## src/rtl/pll_seq_pkg.sv

```systemverilog
// Shared types and defaults for the PLL lock / reset sequencer.
package pll_seq_pkg;

  // Sequencer states; HOLD is the reset state.
  typedef enum logic [1:0] {
    StHold     = 2'd0,
    StWaitLock = 2'd1,
    StStable   = 2'd2,
    StRun      = 2'd3
  } pll_state_e;

  localparam int unsigned DefSyncStages    = 2;
  localparam int unsigned DefPllrstCycles  = 16;
  localparam int unsigned DefStableCycles  = 1024;
  localparam int unsigned DefTimeoutCycles = 65536;
  localparam int unsigned DefLossCntW      = 8;

  // Bits needed to hold 0..v-1, never less than one bit.
  function automatic int unsigned cnt_width(input int unsigned v);
    int unsigned w;
    w = $clog2(v);
    return (w < 1) ? 1 : w;
  endfunction

  function automatic int unsigned max2(input int unsigned a, input int unsigned b);
    return (a > b) ? a : b;
  endfunction

endpackage

```

## src/rtl/pll_lock_reset_seq_if.sv

```systemverilog
// Status/reset bundle between the PLL wrapper side and the lock sequencer.
interface pll_lock_reset_seq_if
  import pll_seq_pkg::*;
#(
  parameter int unsigned LOSS_CNT_W = DefLossCntW
) ();

  logic                  locked_async;
  logic                  pll_rst;
  logic                  sys_rstn;
  logic                  ready;
  logic                  lock_lost;
  logic [LOSS_CNT_W-1:0] loss_count;

  // Environment side: supplies PLL lock, consumes resets and status.
  modport master (
    output locked_async,
    input  pll_rst,
    input  sys_rstn,
    input  ready,
    input  lock_lost,
    input  loss_count
  );

  // Sequencer side.
  modport slave (
    input  locked_async,
    output pll_rst,
    output sys_rstn,
    output ready,
    output lock_lost,
    output loss_count
  );

endinterface

```

## src/rtl/lock_sync.sv

```systemverilog
// Multi-flop synchroniser for a slow asynchronous status flag.
module lock_sync #(
  parameter int unsigned SYNC_STAGES = 2
) (
  input  logic clk,
  input  logic rstn,
  input  logic d_i,
  output logic q_o
);

  logic [SYNC_STAGES-1:0] sync_q, sync_d;

  // Shift the flag one stage further along the chain.
  always_comb begin
    sync_d = {sync_q[SYNC_STAGES-2:0], d_i};
  end

  // Chain flops, cleared asynchronously.
  always_ff @(posedge clk or negedge rstn) begin
    if (!rstn) begin
      sync_q <= '0;
    end else begin
      sync_q <= sync_d;
    end
  end

  assign q_o = sync_q[SYNC_STAGES-1];

endmodule

```

## src/rtl/pll_lock_reset_seq.sv

```systemverilog
// PLL lock qualifier: releases sys_rstn after a stable lock, re-resets the PLL on loss.
// Optional macro PLL_LOCK_TIMEOUT_EN: retry the PLL reset if lock never arrives.
module pll_lock_reset_seq
  import pll_seq_pkg::*;
#(
  parameter int unsigned SYNC_STAGES    = DefSyncStages,
  parameter int unsigned PLLRST_CYCLES  = DefPllrstCycles,
  parameter int unsigned STABLE_CYCLES  = DefStableCycles,
  parameter int unsigned TIMEOUT_CYCLES = DefTimeoutCycles,
  parameter int unsigned LOSS_CNT_W     = DefLossCntW
) (
  input logic                 clk,
  input logic                 rstn,
  pll_lock_reset_seq_if.slave bus
);

`ifdef PLL_LOCK_TIMEOUT_EN
  localparam int unsigned MaxCycles =
    max2(max2(PLLRST_CYCLES, STABLE_CYCLES), TIMEOUT_CYCLES);
`else
  localparam int unsigned MaxCycles = max2(PLLRST_CYCLES, STABLE_CYCLES);
`endif
  localparam int unsigned CntW = cnt_width(MaxCycles);

  localparam logic [CntW-1:0] PllrstLast  = CntW'(PLLRST_CYCLES - 1);
  localparam logic [CntW-1:0] StableLast  = CntW'(STABLE_CYCLES - 1);
`ifdef PLL_LOCK_TIMEOUT_EN
  localparam logic [CntW-1:0] TimeoutLast = CntW'(TIMEOUT_CYCLES - 1);
`endif

  // Elaboration-time guard on parameter minimums.
  if (SYNC_STAGES < 2 || PLLRST_CYCLES < 1 || STABLE_CYCLES < 1 || TIMEOUT_CYCLES < 1)
  begin : g_param_check
    $error("pll_lock_reset_seq: parameter below its minimum");
  end

  logic locked_s;

  lock_sync #(
    .SYNC_STAGES(SYNC_STAGES)
  ) u_lock_sync (
    .clk (clk),
    .rstn(rstn),
    .d_i (bus.locked_async),
    .q_o (locked_s)
  );

  pll_state_e            state_q, state_d;
  logic [CntW-1:0]       cnt_q, cnt_d;
  logic                  pll_rst_q, pll_rst_d;
  logic                  sys_rstn_q, sys_rstn_d;
  logic                  ready_q, ready_d;
  logic                  lock_lost_q, lock_lost_d;
  logic [LOSS_CNT_W-1:0] loss_q, loss_d;

  // Next state, shared counter and registered outputs.
  always_comb begin
    state_d     = state_q;
    cnt_d       = cnt_q + 1'b1;
    lock_lost_d = 1'b0;
    loss_d      = loss_q;

    unique case (state_q)
      StHold: begin
        if (cnt_q == PllrstLast) state_d = StWaitLock;
      end
      StWaitLock: begin
        if (locked_s) begin
          state_d = StStable;
        end
`ifdef PLL_LOCK_TIMEOUT_EN
        else if (cnt_q == TimeoutLast) begin
          state_d = StHold;
        end
`else
        // Waiting is unbounded, so the counter has nothing to measure here.
        cnt_d = '0;
`endif
      end
      StStable: begin
        if (!locked_s) begin
          state_d = StWaitLock;
        end else if (cnt_q == StableLast) begin
          state_d = StRun;
        end
      end
      StRun: begin
        cnt_d = '0;
        if (!locked_s) begin
          state_d     = StHold;
          lock_lost_d = 1'b1;
          if (loss_q != '1) loss_d = loss_q + 1'b1;
        end
      end
      default: begin
        state_d = StHold;
      end
    endcase

    if (state_d != state_q) cnt_d = '0;

    // Outputs follow the state being entered so they switch on the same edge.
    pll_rst_d  = (state_d == StHold);
    sys_rstn_d = (state_d == StRun);
    ready_d    = (state_d == StRun);
  end

  // State, counter and output registers.
  always_ff @(posedge clk or negedge rstn) begin
    if (!rstn) begin
      state_q     <= StHold;
      cnt_q       <= '0;
      pll_rst_q   <= 1'b1;
      sys_rstn_q  <= 1'b0;
      ready_q     <= 1'b0;
      lock_lost_q <= 1'b0;
      loss_q      <= '0;
    end else begin
      state_q     <= state_d;
      cnt_q       <= cnt_d;
      pll_rst_q   <= pll_rst_d;
      sys_rstn_q  <= sys_rstn_d;
      ready_q     <= ready_d;
      lock_lost_q <= lock_lost_d;
      loss_q      <= loss_d;
    end
  end

  assign bus.pll_rst    = pll_rst_q;
  assign bus.sys_rstn   = sys_rstn_q;
  assign bus.ready      = ready_q;
  assign bus.lock_lost  = lock_lost_q;
  assign bus.loss_count = loss_q;

endmodule

```

## src/flat_wrapper.sv

```systemverilog
// flat-port wrapper written by rule: the top's interface ports become plain ports
module pll_lock_reset_seq_flat import pll_seq_pkg::*;
#(
  parameter int unsigned SYNC_STAGES    = DefSyncStages,
  parameter int unsigned PLLRST_CYCLES  = DefPllrstCycles,
  parameter int unsigned STABLE_CYCLES  = DefStableCycles,
  parameter int unsigned TIMEOUT_CYCLES = DefTimeoutCycles,
  parameter int unsigned LOSS_CNT_W     = DefLossCntW
)
  (clk, rstn, bus_locked_async, bus_pll_rst, bus_sys_rstn, bus_ready, bus_lock_lost, bus_loss_count);
  pll_lock_reset_seq_if #(.LOSS_CNT_W(LOSS_CNT_W)) bus_i ();
  input logic clk;
  input logic rstn;
  input wire logic [$bits(bus_i.locked_async)-1:0] bus_locked_async;
  output wire logic [$bits(bus_i.pll_rst)-1:0] bus_pll_rst;
  output wire logic [$bits(bus_i.sys_rstn)-1:0] bus_sys_rstn;
  output wire logic [$bits(bus_i.ready)-1:0] bus_ready;
  output wire logic [$bits(bus_i.lock_lost)-1:0] bus_lock_lost;
  output wire logic [$bits(bus_i.loss_count)-1:0] bus_loss_count;
  assign bus_i.locked_async = bus_locked_async;
  assign bus_pll_rst = bus_i.pll_rst;
  assign bus_sys_rstn = bus_i.sys_rstn;
  assign bus_ready = bus_i.ready;
  assign bus_lock_lost = bus_i.lock_lost;
  assign bus_loss_count = bus_i.loss_count;
  pll_lock_reset_seq #(.SYNC_STAGES(SYNC_STAGES), .PLLRST_CYCLES(PLLRST_CYCLES), .STABLE_CYCLES(STABLE_CYCLES), .TIMEOUT_CYCLES(TIMEOUT_CYCLES), .LOSS_CNT_W(LOSS_CNT_W)) u_core (.clk(clk), .rstn(rstn), .bus(bus_i));
endmodule
```

## config.mk

```make
export PLATFORM = sky130hd
export DESIGN_NAME = pll_lock_reset_seq_flat
export DESIGN_NICKNAME = d
export VERILOG_FILES = /design/src/rtl/pll_seq_pkg.sv /design/src/rtl/pll_lock_reset_seq_if.sv /design/src/rtl/lock_sync.sv /design/src/rtl/pll_lock_reset_seq.sv /design/src/flat_wrapper.sv
export SDC_FILE = /design/constraint.sdc
export NUM_CORES = 1
export LEC_CHECK = 0
export BUFFER_PORTS_ARGS = -buffer_cell sky130_fd_sc_hd__buf_2
export CAP_MARGIN = 20
export CELL_PAD_IN_SITES_DETAIL_PLACEMENT = 0
export CELL_PAD_IN_SITES_GLOBAL_PLACEMENT = 1
export CORE_MARGIN = 5
export CORE_UTILIZATION = 35
export CTS_CLUSTER_SIZE = 10
export DETAILED_ROUTE_END_ITERATION = 8
export PLACE_DENSITY = 0.68
export SYNTH_ARGS = -nofsm -noshare
export SYNTH_HDL_FRONTEND = slang
export SYNTH_SLANG_ARGS = --single-unit
```

## constraint.sdc

```tcl
create_clock -name clk -period 2.3 [get_ports clk]
set_clock_uncertainty 0.05 [all_clocks]
set_input_delay 0.46 -clock clk [delete_from_list [all_inputs] [get_ports clk]]
set_output_delay 0.46 -clock clk [all_outputs]
set_load 0.1 [all_outputs]
```

**Word level (Yosys, flattened, before mapping)**

Cells that the tools add are included.

- Bits in registers: 25
- Latch bits: 0
- RAM bits: 0
- Bits in read-only memories: 0
- Bits of input ports: 3
- Output and inout port bits: 12
- Word-level logic and storage cells: 32
- Memories kept: 0

- Add/subtract/negate cells: 2
- Multipliers: 0
- Div/mod/pow operators: 0
- Magnitude comparators: 0
- Equal/unequal tests: 8
- Shift-type cells: 0
- Mux-type cells: 10
- Bitwise gates (word level): 1
- Reductions and logical operators: 4

Operators by type and width:

| kind | number |
|---|---|
| 10-bit 2-to-1 mux | 2 |
| 10-bit by 1-bit adder with 10-bit output (second input constant) | 1 |
| 10-bit equality test (second input constant) | 1 |
| 10-bit by 4-bit equality test with 1-bit output (second input constant) | 1 |
| 2-bit 2-to-1 mux | 5 |
| 8-bit by 1-bit adder with 8-bit output (second input constant) | 1 |
| 8-bit != test (second input constant) | 1 |
| 2-bit one-hot mux with 4 select lines | 1 |
| 2-bit equality test (second input constant) | 3 |
| 2-bit zero test | 2 |
| 3-bit AND reduction | 1 |
| 2-bit by 1-bit equality test with 1-bit output (second input constant) | 1 |
| 1-bit 2-to-1 mux | 2 |
| 2-bit != test | 1 |
| 2-bit OR reduction | 1 |
| 1-bit NOT | 1 |

**Depth between registers and ports, before layout**

Gate-level depths: netlist (run 1).

- Depth after elaboration: 6
- Depth in mapped cells: 6
- Gate-level depth less buffers: 5

**By module**

From an unflattened synthesis (run 1), not the netlist that was laid out.

- Cell total of the unflattened synthesis: 104
- Area total of the unflattened synthesis: 1178.6 µm²

By module, submodules not included:

| module | times used | cells each | area each (µm²) | seq. area each (µm²) |
|---|---|---|---|---|
| pll_lock_reset_seq | 1 | 102 | 1128.6 | 576.8 |
| lock_sync | 1 | 2 | 50.0 | 50.0 |

**Least setup slack after synthesis (run 1)**

No wires, ideal clock.

- Path kind: register to register
- From: register u_core.loss_q[3], in the netlist u_core.bus.loss_count[3]
- To: register u_core.loss_q[1], in the netlist u_core.bus.loss_count[1]
- Setup time: 0.126 ns
- Arrival time: 1.921 ns
- Data required time: 2.124 ns
- Path slack: 0.203 ns
- Cell stages (with the launch flop): 5
- Path buffers: 0
- Clock period less this slack: 2.097 ns
- Cell sequence: dfrtp_1 and4_1 and3_1 a21oi_1 mux2_2

- Cells in the longest elaborated chain, start to end: 2

RTL lines:

| item | line | RTL |
|---|---|---|
| start: declaration | pll_lock_reset_seq.sv:54 | `logic [LOSS_CNT_W-1:0] loss_q, loss_d;` |
| start signal: assignment | pll_lock_reset_seq.sv:125 | `loss_q <= loss_d;` |
| 8-bit != test | pll_lock_reset_seq.sv:92 | `if (loss_q != '1) loss_d = loss_q + 1'b1;` |
| 3-bit AND reduction (no source line) | -- |  |

Every way passes these cells.
A chain may end at the register's enable or synchronous reset.

**Worst setup path in the final report (run 1)**

- From: register u_core.cnt_q[6]
- To: register u_core.cnt_q[1]

- Cells in the longest elaborated chain, start to end: 6
- Elaborated cells on any way between the ends: 8
- Those cells by class: eq/ne (3); mux (5)

RTL lines:

| item | line | RTL |
|---|---|---|
| start: declaration | pll_lock_reset_seq.sv:49 | `logic [CntW-1:0] cnt_q, cnt_d;` |
| start signal: assignment | pll_lock_reset_seq.sv:120 | `cnt_q <= cnt_d;` |
| 10-bit equality test | pll_lock_reset_seq.sv:83 | `end else if (cnt_q == StableLast) begin` |
| 2-bit 2-to-1 mux | pll_lock_reset_seq.sv:83 |  |
| 2-bit 2-to-1 mux | pll_lock_reset_seq.sv:81 | `if (!locked_s) begin` |
| 2-bit one-hot mux with 4 select lines (*) | pll_lock_reset_seq.sv:63 | `unique case (state_q)` |
| 2-bit != test (*) | pll_lock_reset_seq.sv:100 | `if (state_d != state_q) cnt_d = '0;` |
| 10-bit 2-to-1 mux (*) | pll_lock_reset_seq.sv:100 |  |
| named net u_core.cnt_d[1] | pll_lock_reset_seq.sv:49 |  |

Mark *: on every way through the listed nets, which the timed path passes. The rest lies on a longest branch.

==> impl_metrics.csv, run 1 <==
group,metric,value,unit
run_status,status,"finished clean",
yosys,synthDistinctLibCells,27,
timing,fin_setup_tns,0,ns
finish,nNetsFinal,121,
power_and_ir_drop,power_per_cell_area,1090,nW/um^2
timing,max_slew.worst_pin.slew,0.545,ns
place,port_buffers,14,
yosys,netlist_instances,98,
global_route,grt_start_max_net_pins,26,
setup_path,critPathMaxFanout,9,
clock_tree,cts_resized,0,
clock_tree,postCtsSetupRepairBufs,0,
clock_tree,cts_tree,"done",
drt,drt_iter0_drc,16,
yosys,netlist_top_cells_area,"dfrtp_1, xnor2_1, xor2_1",
floorplan,initial_core_util,36.2,%
timing,hold_viol,0,
floorplan,core,3030,sq um
power_and_ir_drop,vdd_ir_drop_max,0.779,mV
drt,drcViolationCount,0,
clock_tree,max-clock-path-buffers,2,
floorplan,die_h,66.0,um
drt,vias,748,
yosys,ys_ff_latch,25,
timing,slew_viol_final,0,
timing,slew_headroom,63.6,%
global_route,track_usage,9.97,%
setup_path,r2r_setup_slack,0.27,ns
worst_hold_path,hp-class,"in -> async",
finish,layout.cells.non_filler,159,
finish,drive_above_1_share,20.9,%
timing,whs,0.0637,ns
setup_path,worstSetupPathType,"reg -> reg",
clock_tree,cts.sinks,25,
finish,antenna_cells,0,
yosys,netlist.area_leader.share,54.7,%
global_route,grt_pass1_wl,3300,um
setup_path,slowest_delay,0.55,ns
clock_tree,cts_buffers,3,
timing,layout_min_cycle_time,2.03,ns
setup_path,slowest_stage,"or4_1",
yosys,synth_area_leader_cell,"dfrtp_1",
setup_path,endpoint_kind,"register",
finish,fillCellCount,313,
timing,post-route-period-util,88.4,%
setup_path,cp.arrival,2.20,ns
drt,routedWlPerCell,11.8,um
drt,wl,1880,um
floorplan,die_x,66.0,um
timing,finalSetupViolCount,0,
setup_path,critPathLaunchType,"register",
run,maxCapViolCount,0,
yosys,syn_nets,103,
global_route,grt_pass1_vias,749,
floorplan,die-area,4350,sq um
yosys,syn-cell-area,1100,sq um
place,gp_congestion,0.690,
finish,area_growth,12.9,%
yosys,ys_seq_area_share,57.1,%
clock_tree,cts_hold_buf,0,
power_and_ir_drop,power,1.35,mW
clock_tree,clk_latency,0.31,ns
floorplan,rows,20,
setup_path,cp_cell_sequence,"or4_1 > o41ai_2 > o31a_1 > and2b_2",
global_route,grt-ovfl-total,0,
drt,via_per_inst,4.70,
clock_tree,root_buffer,"clkbuf_4",
power_and_ir_drop,p_leak,0.607,nW
setup_path,critPathRequiredTime,2.47,ns
floorplan,io_pins,15,
yosys,synth.avg_cell_area,11.2,sq um
timing,rsz0062_at_grt,"no",
place,dpl.cell_count,155,
clock_tree,clk_pin_slew,0.13,ns
drt,firstDrtPassIters,4,
yosys,yosys_warnings,0,
clock_tree,ctsHtreeMaxLevel,1,
timing,fmaxAchievable,0.492,GHz
place,hpwlAfterDp,1400,um
drt,ant_nets,0,
global_route,antenna_found_initial,0,
## final timing paths
check	start	end	depth (start not counted)
worst max register to register	u_core.cnt_q[6]$_DFF_PN0_	u_core.cnt_q[1]$_DFF_PN0_	4
max in group asynchronous	rstn	u_core.bus.pll_rst$_DFF_PN1_	1
min in group clk	bus_locked_async	u_core.u_lock_sync.sync_q[0]$_DFF_PN0_	1
worst min register to register	u_core.u_lock_sync.sync_q[0]$_DFF_PN0_	u_core.u_lock_sync.sync_q[1]$_DFF_PN0_	0
worst min-delay path	rstn	u_core.cnt_q[5]$_DFF_PN0_	1
worst max-delay path	u_core.cnt_q[6]$_DFF_PN0_	u_core.cnt_q[1]$_DFF_PN0_	4
## per-layer routing
metal / global-route usage (%) / share of wire (%)
met1: 13.0 / 47
met3: 1.70 / 4.3
met2: 15.6 / 48
met4: 5.33 / 0.96
met5: 0 / 0
## synth_stat cells, drive strengths merged
master / number
dfrtp: 24
mux2: 1
nand3: 8
o31a: 1
nor2b: 1
buf: 2
a211oi: 1
a21oi: 4
nand2: 5
and4: 2
nand3b: 1
dfstp: 1
xor2: 7
nand4: 1
ha: 2
and3: 4
a21boi: 1
nor3: 4
o41ai: 1
and2b: 1
or4: 1
nor2: 15
and4b: 1
xnor2: 7
inv: 2
## worst max-delay path, delay by kind of cell (launching register included)
kind,cells,cell delay [ns]
AO/OA/AOI/OAI,2,0.65
AND/OR/NAND/NOR,2,0.80
flip-flops,1,0.44
## stage by stage
stage / setup WS [ns] / cell area, sq um / utilization, %
after floorplan: 0.203 / 1100 / -
after global placement: 0.323 / 1210 / 40.0
after detailed placement: 0.278 / 1210 / 40.0
after CTS: 0.257 / 1240 / 40.9
after global routing: 0.151 / 1240 / 40.9
final: 0.267 / 1240 / 40.9
## cell families (layout without fill, tap and decap cells)
family | after synthesis | in the layout | share of synthesized area (%)
mux | 1 | 1 | 1.03
simple gates | 44 | 44 | 20.5
fa+ha+maj | 2 | 2 | 2.28
buf+inv | 4 | 21 | 2.39
xor+xnor | 14 | 14 | 11.2
compound gates | 8 | 8 | 5.47
flops | 25 | 25 | 57.1
## area by class of cell
| type | instances | area [sq um] | area share [%] |
|---|---|---|---|
| clock buffer | 3 | 22.5 | 1.82 |
| tap | 44 | 55.1 | 4.44 |
| timing repair buffer | 15 | 77.6 | 6.26 |
| multi-input combinational | 69 | 444 | 35.9 |
| clock inverter | 1 | 5.00 | 0.404 |
| sequential | 25 | 627 | 50.6 |
| inverter | 2 | 7.51 | 0.606 |
## power by group
part / leakage [nW] / switching (mW) / internal [mW] / total (mW)
registers: 0.330 / 0.0732 / 0.519 / 0.592
clock network: 0.0177 / 0.123 / 0.0649 / 0.188
logic: 0.258 / 0.447 / 0.124 / 0.570
total: 0.607 / 0.643 / 0.707 / 1.35
## layout by cell type, fill, tap and decap left out, drive strengths merged, types with 2 or more instances in the layout
cell | synthesis | layout
a21oi | 4 | 4
and3 | 4 | 4
and4 | 2 | 2
buf | 2 | 15
clkbuf | 0 | 3
dfrtp | 24 | 24
ha | 2 | 2
inv | 2 | 2
nand2 | 5 | 5
nand3 | 8 | 8
nor2 | 15 | 15
nor3 | 4 | 4
xnor2 | 7 | 7
xor2 | 7 | 7
## registers in the layout, indices dropped and copies added (netlist names)
signal and count:
u_core.bus.pll_rst 1, u_core.bus.sys_rstn 1, u_core.state_q 2, u_core.bus.lock_lost 1, u_core.u_lock_sync.sync_q 2, u_core.bus.loss_count 8
u_core.cnt_q 10
(Power assumes the default switching activity.)
==> inputs of run 2 (changes only) <==
--- a/config.mk
+++ b/config.mk
@@ -6,5 +6,5 @@
 export NUM_CORES = 1
 export LEC_CHECK = 0
-export BUFFER_PORTS_ARGS = -buffer_cell sky130_fd_sc_hd__buf_2
+export BUFFER_PORTS_ARGS = -buffer_cell sky130_fd_sc_hd__buf_4
 export CAP_MARGIN = 20
 export CELL_PAD_IN_SITES_DETAIL_PLACEMENT = 0
@@ -15,4 +15,5 @@
 export DETAILED_ROUTE_END_ITERATION = 8
 export PLACE_DENSITY = 0.68
+export SETUP_SLACK_MARGIN = 0.5
 export SYNTH_ARGS = -nofsm -noshare
 export SYNTH_HDL_FRONTEND = slang
--- a/constraint.sdc
+++ b/constraint.sdc
@@ -3,3 +3,3 @@
 set_input_delay 0.46 -clock clk [delete_from_list [all_inputs] [get_ports clk]]
 set_output_delay 0.46 -clock clk [all_outputs]
-set_load 0.1 [all_outputs]
+set_load 0.005 [all_outputs]
==> run 2 against run 1 <==
Sequential cell count unchanged. Sequential share of layout area down 4.6 points. Worst setup slack better by 0.14 ns. Utilization up 4.1 points. Count of clock-buffer cells in the layout unchanged. Combinational power down 37%. Highest routed layer unchanged.
==> impl_metrics.csv, run 2 (same netlist as run 1, synthesis figures left out) <==
group,metric,value,unit
clock_tree,clk_latency,0.32,ns
run,maxCapViolCount,0,
drt,wl,1940,um
global_route,grt_pass1_vias,810,
global_route,grt_pass1_wl,3530,um
timing,whs,0.178,ns
power_and_ir_drop,pwr-share-seq,51.4,%
drt,drcViolationCount,0,
global_route,grt_start_max_net_pins,26,
clock_tree,root_buffer,"clkbuf_4",
finish,fin_util,45.0,%
clock_tree,clk_pin_slew,0.15,ns
setup_path,critPathLaunchType,"register",
run_status,status,"finished clean",
finish,area_growth,24.3,%
timing,slew_headroom,73.7,%
setup_path,slowest_stage,"or4_4",
power_and_ir_drop,p_sw,0.365,mW
place,hpwlAfterDp,1410,um
timing,fmaxAchievable,0.528,GHz
power_and_ir_drop,p_clk_share,17.7,%
drt,ant_nets,0,
finish,fillCellCount,287,
floorplan,initial_core_util,36.2,%
timing,fin_setup_tns,0,ns
timing,layout_min_cycle_time,1.89,ns
drt,drt_iter0_drc,17,
finish,largest_reg_flops,10,
clock_tree,cts_buffers,3,
power_and_ir_drop,power_per_cell_area,847,nW/um^2
setup_path,slowest_delay,0.55,ns
place,gp_congestion,0.704,
timing,rsz0062_at_grt,"yes",
setup_path,endpoint_kind,"register",
floorplan,io_pins,15,
global_route,grt-ovfl-total,0,
place,port_buffers,14,
global_route,antenna_found_initial,0,
floorplan,die_x,66.0,um
timing,post-route-period-util,82.4,%
power_and_ir_drop,power,1.16,mW
drt,vias,758,
setup_path,cp_cell_sequence,"or4_4 > o41ai_4 > o31a_1 > and2b_2",
power_and_ir_drop,p_leak,0.649,nW
power_and_ir_drop,power_frac_comb,30.9,%
finish,nNetsFinal,129,
power_and_ir_drop,intPower,0.791,mW
floorplan,die_h,66.0,um
finish,drive_above_1_share,28.5,%
setup_path,critPathBufInv,0,
drt,via_per_inst,4.54,
timing,max_slew.worst_pin.slew,0.392,ns
finish,final_common_cell,"dfrtp_1",
finish,antenna_cells,0,
clock_tree,ctsHtreeMaxLevel,1,
timing,hold_viol,0,
setup_path,critPathMaxFanout,5,
drt,routedWlPerCell,11.6,um
timing,worst_slack,0.405,ns
global_route,track_usage,10.3,%
finish,top_register,"u_core.cnt_q",
setup_path,worstSetupPathType,"reg -> reg",
setup_path,critPathRequiredTime,2.47,ns
setup_path,cp.arrival,2.06,ns
floorplan,die-area,4350,sq um
clock_tree,max-clock-path-buffers,2,
drt,firstDrtPassIters,4,
power_and_ir_drop,vdd_ir_drop_max,0.628,mV
floorplan,rows,20,
timing,slew_viol_final,0,
worst_hold_path,hp-class,"in -> reg",
clock_tree,cts.sinks,25,
floorplan,core,3030,sq um
power_and_ir_drop,p_sw_share,31.6,%
setup_path,worst_path_dominant_cell_family,"simple AND/OR/NAND/NOR gates",
timing,finalSetupViolCount,0,
finish,layout_common_cells,"dfrtp_1, buf_4, nor2_1, nand3_1",
clock_tree,cts_tree,"done",
place,dp_slack,0.254,ns
-- run 2: layout make-up --
cell class	instances	area, sq um	area share [%]
Sequential cell	25	627	46.0
Clock inverter	1	8.76	0.642
Timing Repair Buffer	23	175	12.8
Clock buffer	3	22.5	1.65
Inverter	2	7.51	0.550
Tap cell	44	55.1	4.04
Multi-Input combinational cell	69	468	34.3
-- run 2: final timing paths --
path / from / end / slack (ns) / depth (start not counted)
max: u_core.cnt_q[6]$_DFF_PN0_ / u_core.cnt_q[1]$_DFF_PN0_ / 0.41 / 4
min: bus_locked_async / u_core.u_lock_sync.sync_q[0]$_DFF_PN0_ / 0.18 / 1
max reg2reg: u_core.cnt_q[6]$_DFF_PN0_ / u_core.cnt_q[1]$_DFF_PN0_ / 0.41 / 4
min reg2reg: u_core.u_lock_sync.sync_q[0]$_DFF_PN0_ / u_core.u_lock_sync.sync_q[1]$_DFF_PN0_ / 0.32 / 0
max in group asynchronous: rstn / u_core.bus.pll_rst$_DFF_PN1_ / 1.42 / 2
min in group asynchronous: rstn / u_core.cnt_q[6]$_DFF_PN0_ / 0.49 / 2
-- run 2: per-stage QoR --
| stage | std cells | area (sq um) |
|---|---|---|
| 5_1_grt | 167 | 1360 |
| 4_1_cts | 165 | 1350 |
| 3_3_place_gp | 155 | 1250 |
| 2_1_floorplan | 98 | 1100 |
| 3_5_place_dp | 155 | 1250 |
| 6_report | 167 | 1360 |
-- run 2: power groups by stage --
stage	sequential, mW	clock (mW)	combinational [mW]
after floorplan	0.594	0	0.175
after global placement	0.600	0	0.277
after detailed placement	0.603	0	0.280
after CTS	0.597	0.215	0.344
after global routing	0.609	0.230	0.403
final	0.594	0.205	0.357
-- run 2: what timing repair did --
item | CTS | global route
hold buffers | 1 | 0
gates resized for setup | 4 | 1
endpoints found under the hold margin | 24 | 0
setup endpoints to repair | 11 | 11
buffers inserted | 5 | 2
pin swaps | 3 | 1
gates cloned | 0 | 0
-- run 2: routing by layer --
layer  GRT usage (%)  share of wire [%]  vias to the layer above
met1            13.8                 48                      360
li1                -                  -                      386
met4            4.57               0.67                        0
met3            1.53                3.3                        2
met2            16.6                 48                       10
met5               0                  0                        -
==> inputs of run 3 (changes only) <==
- PLACE_DENSITY: 0.68 -> 0.7
- clock period: 2.3 -> 1.7 ns (I/O delays scaled with it)
==> run 3 against run 2 <==
The run now ends with setup timing left. Count of clock-buffer cells in the layout grew 1. Combinational power increased by 110%. Global-route usage increased by 2.3 points. First-iteration DRC count down 53%. Die area did not move. Worst setup slack lost 0.54 ns. Hold slack got worse by 0.099 ns. Via count up 14%. Sequential cell count unchanged. Fmax increased by 3.2%. Non-clock buffer count increased by 25.
==> impl_metrics.csv, run 3 (same netlist as run 1, synthesis figures left out) <==
group,metric,value,unit
floorplan,io_pins,15,
power_and_ir_drop,p_leak,0.796,nW
timing,max_slew.worst_pin.slew,0.321,ns
timing,slew_viol_final,0,
setup_path,worstSetupPathType,"reg -> reg",
setup_path,critPathMaxFanout,4,
floorplan,die-area,4350,sq um
finish,final_common_cell,"buf_4",
timing,hold_viol,0,
clock_tree,root_buffer,"clkbuf_4",
clock_tree,cts.sinks,25,
place,gp_congestion,0.749,
power_and_ir_drop,intPower,1.25,mW
finish,antenna_cells,0,
finish,layout_common_cells,"buf_4, dfrtp_1, buf_6, nor2_1",
floorplan,core,3030,sq um
clock_tree,max-clock-path-buffers,2,
worst_hold_path,hp-class,"in -> reg",
power_and_ir_drop,p_sw_share,30.8,%
clock_tree,clk_latency,0.31,ns
drt,firstDrtPassIters,4,
global_route,grt_start_max_net_pins,26,
setup_path,r2r_start,"u_core.cnt_q[6]$_DFF_PN0_",
setup_path,r2r-end,"u_core.cnt_q[1]$_DFF_PN0_",
clock_tree,cts_tree,"done",
drt,routedWlPerCell,12.7,um
global_route,grt-ovfl-total,0,
worst_hold_path,min_to,"u_core.u_lock_sync.sync_q[0]$_DFF_PN0_",
timing,post-route-period-util,108,%
drt,ant_nets,0,
power_and_ir_drop,power_frac_comb,41.9,%
run,maxCapViolCount,0,
timing,finalSetupViolCount,11,
setup_path,r2r_setup_slack,-0.14,ns
timing,rsz0062_at_grt,"yes",
setup_path,rr_worst_depth,4,
drt,drcViolationCount,0,
drt,wl,2440,um
drt,vias,867,
finish,largest_reg_flops,10,
finish,multi_input_area,536,sq um
power_and_ir_drop,p_sw,0.557,mW
timing,layout_min_cycle_time,1.84,ns
finish,fillCellCount,259,
finish,area_growth,54.7,%
setup_path,critPathLaunchType,"register",
clock_tree,clk_pin_slew,0.12,ns
power_and_ir_drop,vdd_ir_drop_max,0.855,mV
run_status,status,"finished with violations",
worst_hold_path,whs_path_depth,1,
setup_path,cp.arrival,2.01,ns
global_route,track_usage,12.7,%
floorplan,initial_core_util,36.2,%
timing,slew_headroom,78.6,%
place,dp_slack,-0.0856,ns
setup_path,endpoint_kind,"register",
timing,fmaxAchievable,0.545,GHz
timing,fin_setup_tns,-1.09,ns
timing,whs,0.0791,ns
clock_tree,cts_buffers,3,
finish,top_register,"u_core.cnt_q",
finish,drive_above_1_share,48.0,%
finish,regArea,628,sq um
setup_path,critPathRequiredTime,1.87,ns
global_route,antenna_found_initial,0,
timing,worst_slack,-0.136,ns
power_and_ir_drop,power,1.80,mW
power_and_ir_drop,p_clk_share,13.9,%
finish,nNetsFinal,154,
run_status,violations,"setup timing",
worst_hold_path,hp-start,"bus_locked_async",
clock_tree,ctsHtreeMaxLevel,1,
power_and_ir_drop,power_per_cell_area,1060,nW/um^2
floorplan,die_h,66.0,um
floorplan,rows,20,
global_route,grt_pass1_vias,914,
drt,via_per_inst,4.52,
floorplan,die_x,66.0,um
place,port_buffers,14,
power_and_ir_drop,pwr-share-seq,44.2,%
global_route,grt_pass1_wl,4140,um
drt,drt_iter0_drc,8,
place,hpwlAfterDp,1470,um
==> run 3: cell types whose count changed in the layout (fill, tap and decap cells not counted), moves of 2 or more <==
cell,delta
buf_6,+22
buf_4,+3
a21oi_1,-2
nor3_1,-2
==> run 3: worst max path at each step <==
stage / from / to
2_1_floorplan: u_core.cnt_q[6]$_DFF_PN0_ / u_core.state_q[0]$_DFF_PN0_
3_3_place_gp: u_core.cnt_q[6]$_DFF_PN0_ / u_core.cnt_q[1]$_DFF_PN0_
3_5_place_dp: u_core.cnt_q[6]$_DFF_PN0_ / u_core.cnt_q[1]$_DFF_PN0_
4_1_cts: u_core.cnt_q[6]$_DFF_PN0_ / u_core.cnt_q[1]$_DFF_PN0_
5_1_grt: u_core.cnt_q[6]$_DFF_PN0_ / u_core.cnt_q[4]$_DFF_PN0_
6_report: u_core.cnt_q[6]$_DFF_PN0_ / u_core.cnt_q[1]$_DFF_PN0_
==> run 3: what timing repair did <==
action                                 CTS  global route
pin swaps                               10             3
endpoints found under the hold margin   24             0
gates resized for setup                 28             7
buffers inserted                        21             3
cloned                                   0             0
setup endpoints to repair               33            33
hold buffers                             1             0
==> run 3: final cells by class <==
type                    count  area share (%)
clock buffers               4            1.55
inverters                   2           0.442
well taps                  44            3.24
repair buffers             48            26.2
multi-input cells          69            31.5
flip-flops and latches     25            37.0
==> run 3: critical path: stages (launching register included) <==
cell and delay, ns:
dfrtp_1 0.40, or4_4 0.55, o41ai_4 0.25, o31a_1 0.26, and2b_2 0.23
==> run 3: power groups by stage <==
| stage | Clock [mW] | Combinational, mW | Sequential (mW) |
|---|---|---|---|
| floorplan | 0 | 0.259 | 0.809 |
| global placement | 0 | 0.468 | 0.814 |
| detailed placement | 0 | 0.468 | 0.818 |
| CTS | 0.277 | 0.706 | 0.791 |
| global route | 0.300 | 0.822 | 0.813 |
| finish | 0.251 | 0.756 | 0.797 |
==> run 3: layer usage <==
metal | up-vias | wire (um) | track usage (%)
met5 | - | 0 | 0
met2 | 10 | 1280 | 20.5
li1 | 434 | - | -
met1 | 417 | 1060 | 15.4
met3 | 6 | 64 | 4.42
met4 | 0 | 38 | 4.82
==> run 3: per-stage QoR <==
stage	std cells	area [sq um]	utilization (%)
detailed placement	163	1340	44.3
global route	192	1700	56.1
CTS	189	1640	54.2
floorplan	98	1130	-
finish	192	1700	56.1
global placement	163	1340	44.3
